$ cat src/rtl/div_unit.sv
// div_unit: radix-2 restoring divide/remainder unit (div, divu, rem, remu, RV64 W-variants)
// Ports: clk, reset (sync, active-high); valid/op/word/a/b request, flush abort;
//        ready (IDLE), busy (not IDLE), done (one-cycle result pulse), result.
module div_unit (
  input  logic        clk,
  input  logic        reset,
  input  logic        valid,
  input  logic [1:0]  op,
  input  logic        word,
  input  logic [63:0] a,
  input  logic [63:0] b,
  input  logic        flush,
  output logic        ready,
  output logic        busy,
  output logic        done,
  output logic [63:0] result
);
  typedef enum logic [1:0] {IDLE, BUSY, DONE} state_t;
  state_t state, state_n;
  logic [6:0] cnt;
  logic [63:0] quo, rem, dv;
  logic wl, isrem, negq, negr;
  logic sgn, sa, sb, dz, ovf, accept, ge;
  logic [63:0] ae, be, am, bm, spec, spec_x, nquo, nrem, qv, rv, fin, fin_x;
  logic [64:0] r_sh, diff;
  always_comb begin
    sgn = ~op[0];
    ae = word ? {{32{sgn & a[31]}}, a[31:0]} : a;
    be = word ? {{32{sgn & b[31]}}, b[31:0]} : b;
    sa = sgn & ae[63];
    sb = sgn & be[63];
    am = sa ? -ae : ae;
    bm = sb ? -be : be;
    dz = be == 64'd0;
    // most-negative / -1 in the effective operand width
    ovf = sgn & (word ? (a[31:0] == 32'h8000_0000 && b[31:0] == 32'hFFFF_FFFF)
                      : (a == 64'h8000_0000_0000_0000 && &b));
    spec = dz ? (op[1] ? ae : '1) : (op[1] ? 64'd0 : ae);
    spec_x = word ? {{32{spec[31]}}, spec[31:0]} : spec;
    accept = state == IDLE && valid && !flush;
    r_sh = {rem, quo[63]};
    diff = r_sh - {1'b0, dv};
    ge = ~diff[64];
    nrem = ge ? diff[63:0] : r_sh[63:0];
    nquo = {quo[62:0], ge};
    // in word mode the upper halves are discarded by the final sign-extension
    qv = negq ? -nquo : nquo;
    rv = negr ? -nrem : nrem;
    fin = isrem ? rv : qv;
    fin_x = wl ? {{32{fin[31]}}, fin[31:0]} : fin;
  end
  always_comb begin
    state_n = state;
    case (state)
      IDLE: state_n = accept ? ((dz || ovf) ? DONE : BUSY) : IDLE;
      BUSY: state_n = flush ? IDLE : (cnt == 7'd0 ? DONE : BUSY);
      default: state_n = IDLE;
    endcase
    ready = state == IDLE;
    busy = state != IDLE;
    done = state == DONE && !flush;
  end
  always_ff @(posedge clk) state <= reset ? IDLE : state_n;
  always_ff @(posedge clk) begin
    if (reset) begin
      cnt <= 7'd0;
      result <= 64'd0;
      quo <= 64'd0;
      rem <= 64'd0;
      dv <= 64'd0;
      wl <= 1'b0;
      isrem <= 1'b0;
      negq <= 1'b0;
      negr <= 1'b0;
    end else if (accept) begin
      wl <= word;
      isrem <= op[1];
      negq <= sa ^ sb;
      negr <= sa;
      dv <= bm;
      // word dividends start in the top half so 32 shifts consume them
      quo <= word ? {am[31:0], 32'd0} : am;
      rem <= 64'd0;
      cnt <= word ? 7'd31 : 7'd63;
      if (dz || ovf) result <= spec_x;
    end else if (state == BUSY) begin
      quo <= nquo;
      rem <= nrem;
      cnt <= cnt - 7'(cnt != 7'd0);
      if (cnt == 7'd0) result <= fin_x;
    end
  end
endmodule

$ cat config.mk
export PLATFORM = sky130hd
export DESIGN_NAME = div_unit
export DESIGN_NICKNAME = d
export VERILOG_FILES = /design/src/rtl/div_unit.sv
export SDC_FILE = /design/constraint.sdc
export NUM_CORES = 1
export LEC_CHECK = 0
export CORE_MARGIN = 10
export CORE_UTILIZATION = 45
export DETAILED_ROUTE_END_ITERATION = 10
export DONT_BUFFER_PORTS = 1
export GPL_TIMING_DRIVEN = 0
export PLACE_DENSITY_LB_ADDON = 0.1
export SYNTH_ARGS = -nofsm -noshare
export SYNTH_HDL_FRONTEND = slang
export SYNTH_SLANG_ARGS = --single-unit
$ cat constraint.sdc
create_clock -name clk -period 17.6 [get_ports clk]
set_input_delay 3.52 -clock clk [delete_from_list [all_inputs] [get_ports clk]]
set_output_delay 3.52 -clock clk [all_outputs]
set_load 0.02 [all_outputs]
Word-level counts from Yosys, hierarchy flattened
Cells that the tools add are included.
- input bits: 135
- output and inout port bits: 67
- flip-flop bits (word level): 269
- logic and storage cells: 76
- equality and inequality tests: 6
- bitwise gates (word level): 8
- add/sub/neg operators: 6
- muxes and demuxes: 29
- reductions and logical operators: 17
- operators by type and width (operator ; count):
    64-bit 2-to-1 mux ; 20
    64-bit negator ; 4
    65-bit by 64-bit subtractor with 65-bit output ; 1
    32-bit equality test (second input constant) ; 2
    64-bit equality test (second input constant) ; 1
    64-bit logical NOT ; 1
    64-bit AND reduction ; 1
    7-bit 2-to-1 mux ; 2
    2-bit 2-to-1 mux ; 4
    7-bit logical NOT ; 1
    7-bit nonzero test ; 1
    7-bit by 1-bit subtractor with 7-bit output ; 1
    6-bit 2-to-1 mux ; 1
    2-bit nonzero test ; 3
    1-bit AND ; 5
    1-bit logical AND ; 5
    2-bit case mux with 2 select lines ; 1
    3-bit AND reduction ; 1
    2-bit by 1-bit equality test with 1-bit output (second input constant) ; 1
    2-bit equality test (second input constant) ; 1
    2-bit logical NOT ; 1
    2-bit by 1-bit inequality test with 1-bit output (second input constant) ; 1
    1-bit inverter ; 2
    2-bit OR reduction ; 1
    4 further kinds ; 4

Longest topological paths before layout
Gate-level depths: netlist of the first run.
- depth in word-level cells: 9
- depth in mapped cells: 29
- gate-level depth less buffers: 24

Worst setup path after synthesis of the first run
OpenSTA, ideal clock, no wires.
- path type: in2out
- start point: input port flush
- end point: output port done
- path buffers: 0
- stages on the path: 1
- path slack: 10.033 ns
- data required time: 14.080 ns
- arrival time: 4.047 ns
- cells stage by stage: nor3b_1
- cells in the longest elaborated chain, start to end: 2
- RTL lines (item ; line ; text):
    start, declared ; 12 ; input logic flush,
    1-bit logical NOT ; 61 ; done = state == DONE && !flush;
    1-bit logical AND ; 61 ;
    end, declared ; 15 ; output logic done,
Every way passes these cells.

Worst setup path in the final report of the first run
- start point: register dv[19]
- end point: register result[54]
- cells in the longest elaborated chain, start to end: 9
- elaborated cells on any way between the ends: 12
- classes of those cells: add/sub (3); mux (8); bitwise (1)
- RTL lines (item ; line ; text):
    start, declared ; 21 ; logic [63:0] quo, rem, dv;
    start signal, assigned ; 80 ; dv <= bm;
    65-bit by 64-bit subtractor with 65-bit output (*) ; 42 ; diff = r_sh - {1'b0, dv};
    64-bit 2-to-1 mux or 1-bit inverter (tied branches) ; 44, 43 ;
    64-bit negator, on equally long branches ; 48, 47 ;
    64-bit 2-to-1 mux, on equally long branches ; 48, 47 ;
    64-bit 2-to-1 mux (*) ; 49 ; fin = isrem ? rv : qv;
    64-bit 2-to-1 mux (*) ; 50 ; fin_x = wl ? {{32{fin[31]}}, fin[31:0]} : fin;
    64-bit 2-to-1 mux (*) ; 90 ; if (cnt == 7'd0) result <= fin_x;
    64-bit 2-to-1 mux (*) ; 86 ; end else if (state == BUSY) begin
    64-bit 2-to-1 mux (*) ; 75 ; end else if (accept) begin
    end signal, assigned ; 85 ; if (dz || ovf) result <= spec_x;
    end signal, assigned ; 90 ;
    end, declared ; 16 ; output logic [63:0] result
Mark *: on every way between the ends. The rest lies on a longest branch, timed or not. The select of a mux whose other input is x is not followed.
A chain may end at the register's enable or synchronous reset.

==> impl_metrics.tcl, run 1 <==
set metrics [dict create \
    drv_slew 7 \
    core_region_area_um2 55200 \
    critPathArrivalTime_ns 10.30 \
    netlist_instances 3617 \
    final_antenna_net_count 0 \
    clk_latency_ns 0.59 \
    synth_cell_types 98 \
    fp.dieArea_um2 65600 \
    cpPeakStageDelay_ns 1.04 \
    die_w_um 256 \
    relSlewSlack -0.0200 \
    syn_area_um2 25100 \
    endpoint_kind "flip-flop" \
    rrSetupSlack_ns 7.71 \
    fin_nets 3863 \
    holdCritStartpoint "dv[34]" \
    clkTransAtPathRegs_ns 0.06 \
    final_common_cell "nor2_1" \
    synth_enable_flop_cells 0 \
    min_period_over_period 0.562 \
    use_met3 0.197 \
    postCtsResizedCells 0 \
    cp_slowest_cell "a221oi_1" \
    hp-class "reg -> reg" \
    hold_end "dv[34]" \
    drc 0 \
    hold_violations 0 \
    dp_hpwl_mm 116 \
    cp_common_cell "clkbuf_1" \
    first_global_vias 27700 \
    rr_worst_depth 25 \
    cts_setup_buffers 0 \
    path_max_fanout 10 \
    ctsHtreeMaxLevel 2 \
    hold_depth 2 \
    gp_congestion 1.11 \
    ctsHoldBuffers 0 \
    dp.cells 4366 \
    start_util 0.454 \
    synth-seq-cells 269 \
    synthFlopType "dfxtp_1" \
    fin_cells 4432 \
    fill_cells 5701 \
    cp-start-kind "flip-flop" \
    clockBufferDepth 3 \
    drt_first_pass_iters 8 \
    fp.dieH_um 256 \
    tightest_slew_ns 1.52 \
    grt_pass1_wl_mm 199 \
    final_cell_area_um2 27300 \
    vdd_drop_max_mv 0.106 \
    grt_max_degree 13 \
    power_leakage_nw 9.61 \
    most-common-layout-cells "nor2_1, nand2_1, a21oi_1" \
    cts.sinks 269 \
    first_iter_violations 5373 \
    detailed_place.area_um2 26000 \
    area_growth_syn_to_layout_pct 8.69 \
    rsz0062_at_grt "false" \
    drive_above_1_share 0.0337 \
    grt.met1_usage 0.517 \
    setup_viol 0 \
    multiInputGateArea_um2 18200 \
    seq_area_um2 5390 \
    numCtsBuffers 36 \
    port_buffers 0 \
    clock.fmax_ghz 0.101 \
    syn_avg_cell_area_um2 6.94 \
    fp-row-count 86 \
    synth_warnings 0 \
    violations "capacitance limit, slew limit" \
    status "complete, but fails checks" \
    cts_tree "built" \
    avgRoutedWirePerCell_um 32.1 \
    busiest_layer "met2" \
    fin_tns_setup_ns 0 \
    grt_usage 0.406 \
    viasPerCell 7.03 \
    antenna_found_initial 10 \
    io_pins 202 \
    power.total_mw 3.03 \
    critPathKind "reg -> reg" \
    timing.rr.start "dv[19]" \
    cts_root_buffer "clkbuf_16" \
    synth_nets 3824 \
    grt-ovfl-total 0 \
    clock_skew_ns 0.0372 \
    num_vias 31100 \
    drt-total-wl_mm 142 \
    final_util 0.494 \
    cap_violations 1 \
    synth_seq_area_share 0.215 \
    fin_crit_ns 9.89 \
    required_ns 18.00 \
    r2r-end "result[54]" \
    async_flop_share 0 \
    use_met2 0.567 \
    power_density_nw_per_um2 111 \
]
worst max-delay path, delay by kind of cell, from the launching register on:
kind                       cells  cell delay, ns
AOI/OAI and AO/OA              9            3.41
adders and majority gates      2            0.64
xor gates and xnor gates       1            0.09
and+or+nand+nor                4            1.45
buffers and inverters          9            3.77
DFF                            1            0.32
metrics by stage:
stage               hold slack (ns)  setup slack, ns
floorplan                     0.432            10.03
finish                        0.457             7.71
global placement              0.442             8.49
detailed placement            0.447             8.40
global route                  0.470             7.71
CTS                           0.453             8.34
kinds of logic (layout without fill, tap and decap cells):
group / count (synthesis) / after routing / share of synthesized area
buffers and inverters: 382 / 446 / 0.0581
adder cells (fa/ha/maj): 80 / 80 / 0.0394
AO/OA/AOI/OAI: 1195 / 1195 / 0.315
multiplexers: 71 / 71 / 0.0288
flip-flops: 269 / 269 / 0.215
other: 0 / 3 / 0
XOR/XNOR: 253 / 253 / 0.0883
AND/OR/NAND/NOR: 1367 / 1367 / 0.256
how the worst max path moves through the flow:
stage               cells after the start    from         end  slack (ns)
floorplan                               1   flush        done       10.03
global placement                       28  dv[19]  result[48]        8.49
detailed placement                     28  dv[19]  result[48]        8.40
CTS                                    28  dv[19]  result[48]        8.34
global route                           25  dv[19]  result[54]        7.71
finish                                 25  dv[19]  result[54]        7.71
state kept, by name (all words and copies together) (netlist names):
signal,cells
wl,1
rem,64
isrem,1
state,2
result,64
quo,64
dv,64
negq,1
cnt,7
negr,1
power by group:
group	switching, mW	leakage, nW	internal (mW)
registers	0.0554	2.19	0.644
logic	1.11	6.81	0.428
clock network	0.319	0.608	0.472
routing by layer:
layer / part of all wire / vias up
met2: 0.39 / 2542
met1: 0.39 / 14700
li1: - / 13400
met3: 0.17 / 466
met4: 0.053 / 14
met5: 0.0014 / -
cell usage after synthesis, types with 28 or more instances:
| library cell | count | area share |
|---|---|---|
| ha_1 | 71 | 0.035 |
| nand2_1 | 393 | 0.059 |
| a21oi_1 | 309 | 0.062 |
| xnor2_1 | 152 | 0.053 |
| nor3_1 | 110 | 0.022 |
| xor2_1 | 101 | 0.035 |
| clkbuf_1 | 222 | 0.033 |
| nor4_1 | 44 | 0.011 |
| mux2i_1 | 62 | 0.025 |
| or4_1 | 45 | 0.013 |
| inv_1 | 118 | 0.018 |
| or3_1 | 58 | 0.014 |
| a311oi_1 | 29 | 0.010 |
| o31ai_1 | 68 | 0.020 |
| nand4_1 | 52 | 0.013 |
| a31oi_1 | 35 | 0.0087 |
| o21ai_1 | 28 | 0.0056 |
| a22oi_1 | 29 | 0.0087 |
| o211ai_1 | 66 | 0.020 |
| a211oi_1 | 120 | 0.036 |
| dfxtp_1 | 269 | 0.21 |
| nand3_1 | 57 | 0.011 |
| nor2_1 | 462 | 0.069 |
| o21ai_0 | 245 | 0.049 |
area by class of cell:
type	count	area share
Clock inverter	10	0.00528
Antenna cell	3	0.000275
Buffer	259	0.0365
Clock buffer	53	0.0399
Tap cell	748	0.0343
Sequential cell	269	0.198
Multi-Input combinational cell	2966	0.669
Inverter	123	0.0169
Timing Repair Buffer	1	0.000184
Note: power is estimated with default switching activity, not from simulation.
==> run 2, diff against run 1 <==
- clock period: 17.6 -> 9 ns (I/O delays scaled with it)
==> impl_metrics.tcl, run 2 (synthesis results as in run 1) <==
set metrics [dict create \
    status "complete, but fails checks" \
    violations "capacitance limit, slew limit" \
    drc 0 \
    ctsHtreeMaxLevel 2 \
    relSlewSlack -0.0303 \
    numCtsBuffers 36 \
    die_w_um 256 \
    critPathKind "reg -> reg" \
    dp_hpwl_mm 116 \
    vdd_drop_max_mv 0.208 \
    cts_tree "built" \
    first_global_vias 27800 \
    num_vias 31300 \
    power_density_nw_per_um2 216 \
    cp_top_family "compound AO/OA/AOI/OAI gates" \
    power.total_mw 5.90 \
    final_util 0.494 \
    rsz0062_at_grt "false" \
    grt_pass1_wl_mm 199 \
    ctsHoldBuffers 0 \
    area_growth_syn_to_layout_pct 8.69 \
    core_region_area_um2 55200 \
    grt-ovfl-total 0 \
    first_iter_violations 5166 \
    critPathArrivalTime_ns 9.22 \
    cpPeakStageDelay_ns 0.65 \
    drt-total-wl_mm 142 \
    endpoint_kind "flip-flop" \
    clk_latency_ns 0.59 \
    pre_cts_ws_ns -0.196 \
    viasPerCell 7.06 \
    port_buffers 0 \
    fp.dieArea_um2 65600 \
    fin_tns_setup_ns 0 \
    drt_first_pass_iters 7 \
    fin_nets 3860 \
    timing.critical_path.buf_inv 7 \
    drv_slew 1 \
    cp_slowest_cell "a2111oi_0" \
    start_util 0.454 \
    multiInputGateArea_um2 18300 \
    hold_violations 0 \
    fp.dieH_um 256 \
    tightest_slew_ns 1.55 \
    setup_ws_ns 0.219 \
    seq_area_um2 5390 \
    grt_max_degree 20 \
    gp_congestion 1.11 \
    cts_root_buffer "clkbuf_16" \
    drive_above_1_share 0.0348 \
    avgRoutedWirePerCell_um 32.0 \
    cts.sinks 269 \
    cts_setup_buffers 0 \
    cp-start-kind "flip-flop" \
    final_common_cell "nor2_1" \
    power_leakage_nw 9.62 \
    antenna_found_initial 8 \
    min_period_over_period 0.976 \
    path_max_fanout 13 \
    clockBufferDepth 3 \
    final_antenna_net_count 0 \
    clock_skew_ns 0.0388 \
    grt_usage 0.405 \
    cap_violations 1 \
    most-common-layout-cells "nor2_1, nand2_1, a21oi_1" \
    io_pins 202 \
    hp-class "reg -> reg" \
    fp-row-count 86 \
    clkTransAtPathRegs_ns 0.06 \
    clock.fmax_ghz 0.114 \
    required_ns 9.44 \
    fin_crit_ns 8.78 \
    setup_viol 0 \
    fill_cells 5697 \
]
[run 2: cell types whose count changed in the layout (fill, tap and decap cells not counted), sizes merged]
cell / change
buf: -2
diode: -1
clkbuf: -1
[run 2: tightest hold or removal path, stage by stage, from the launching register on]
cell and delay, ns:
dfxtp_1 0.31, nand2_1 0.05, a21oi_1 0.05
[run 2: cell type report]
class / count / share of cell area
tap: 748 / 0.0343
clock buffer: 53 / 0.0399
antenna: 2 / 0.000184
sequential: 269 / 0.198
multi-input combinational: 2966 / 0.670
inverter: 123 / 0.0169
timing repair buffer: 1 / 0.000184
clock inverter: 10 / 0.00528
buffer: 256 / 0.0362
[run 2: metrics by stage]
step	std cells	hold WS, ns	area (um^2)
after floorplan	3617	0.432	25100
after global placement	4365	0.442	26000
after detailed placement	4366	0.447	26000
after CTS	4428	0.453	27300
after global routing	4426	0.470	27300
final	4428	0.457	27300
[run 2: worst paths after layout]
kind / to / cells after the start / slack, ns / start
max: result[48] / 26 / 0.22 / quo[63]
min: dv[34] / 2 / 0.46 / dv[34]
max reg2reg: result[48] / 26 / 0.22 / quo[63]
min reg2reg: dv[34] / 2 / 0.46 / dv[34]
[run 2: timing repair]
action	CTS	global route
resized for setup	3	1
pin swaps	0	0
cloned	0	0
setup endpoints to repair	5	11
[run 2: layer usage]
layer / track usage / up-vias / part of all wire
met3: 0.193 / 453 / 0.16
met2: 0.568 / 2477 / 0.40
li1: - / 13400 / -
met1: 0.516 / 15000 / 0.39
met5: 0.00600 / - / 0.00087
met4: 0.172 / 10 / 0.050
[run 2: power by group]
part           switching (mW)  internal, mW
registers               0.108          1.26
logic                    2.15         0.835
clock network           0.624         0.923
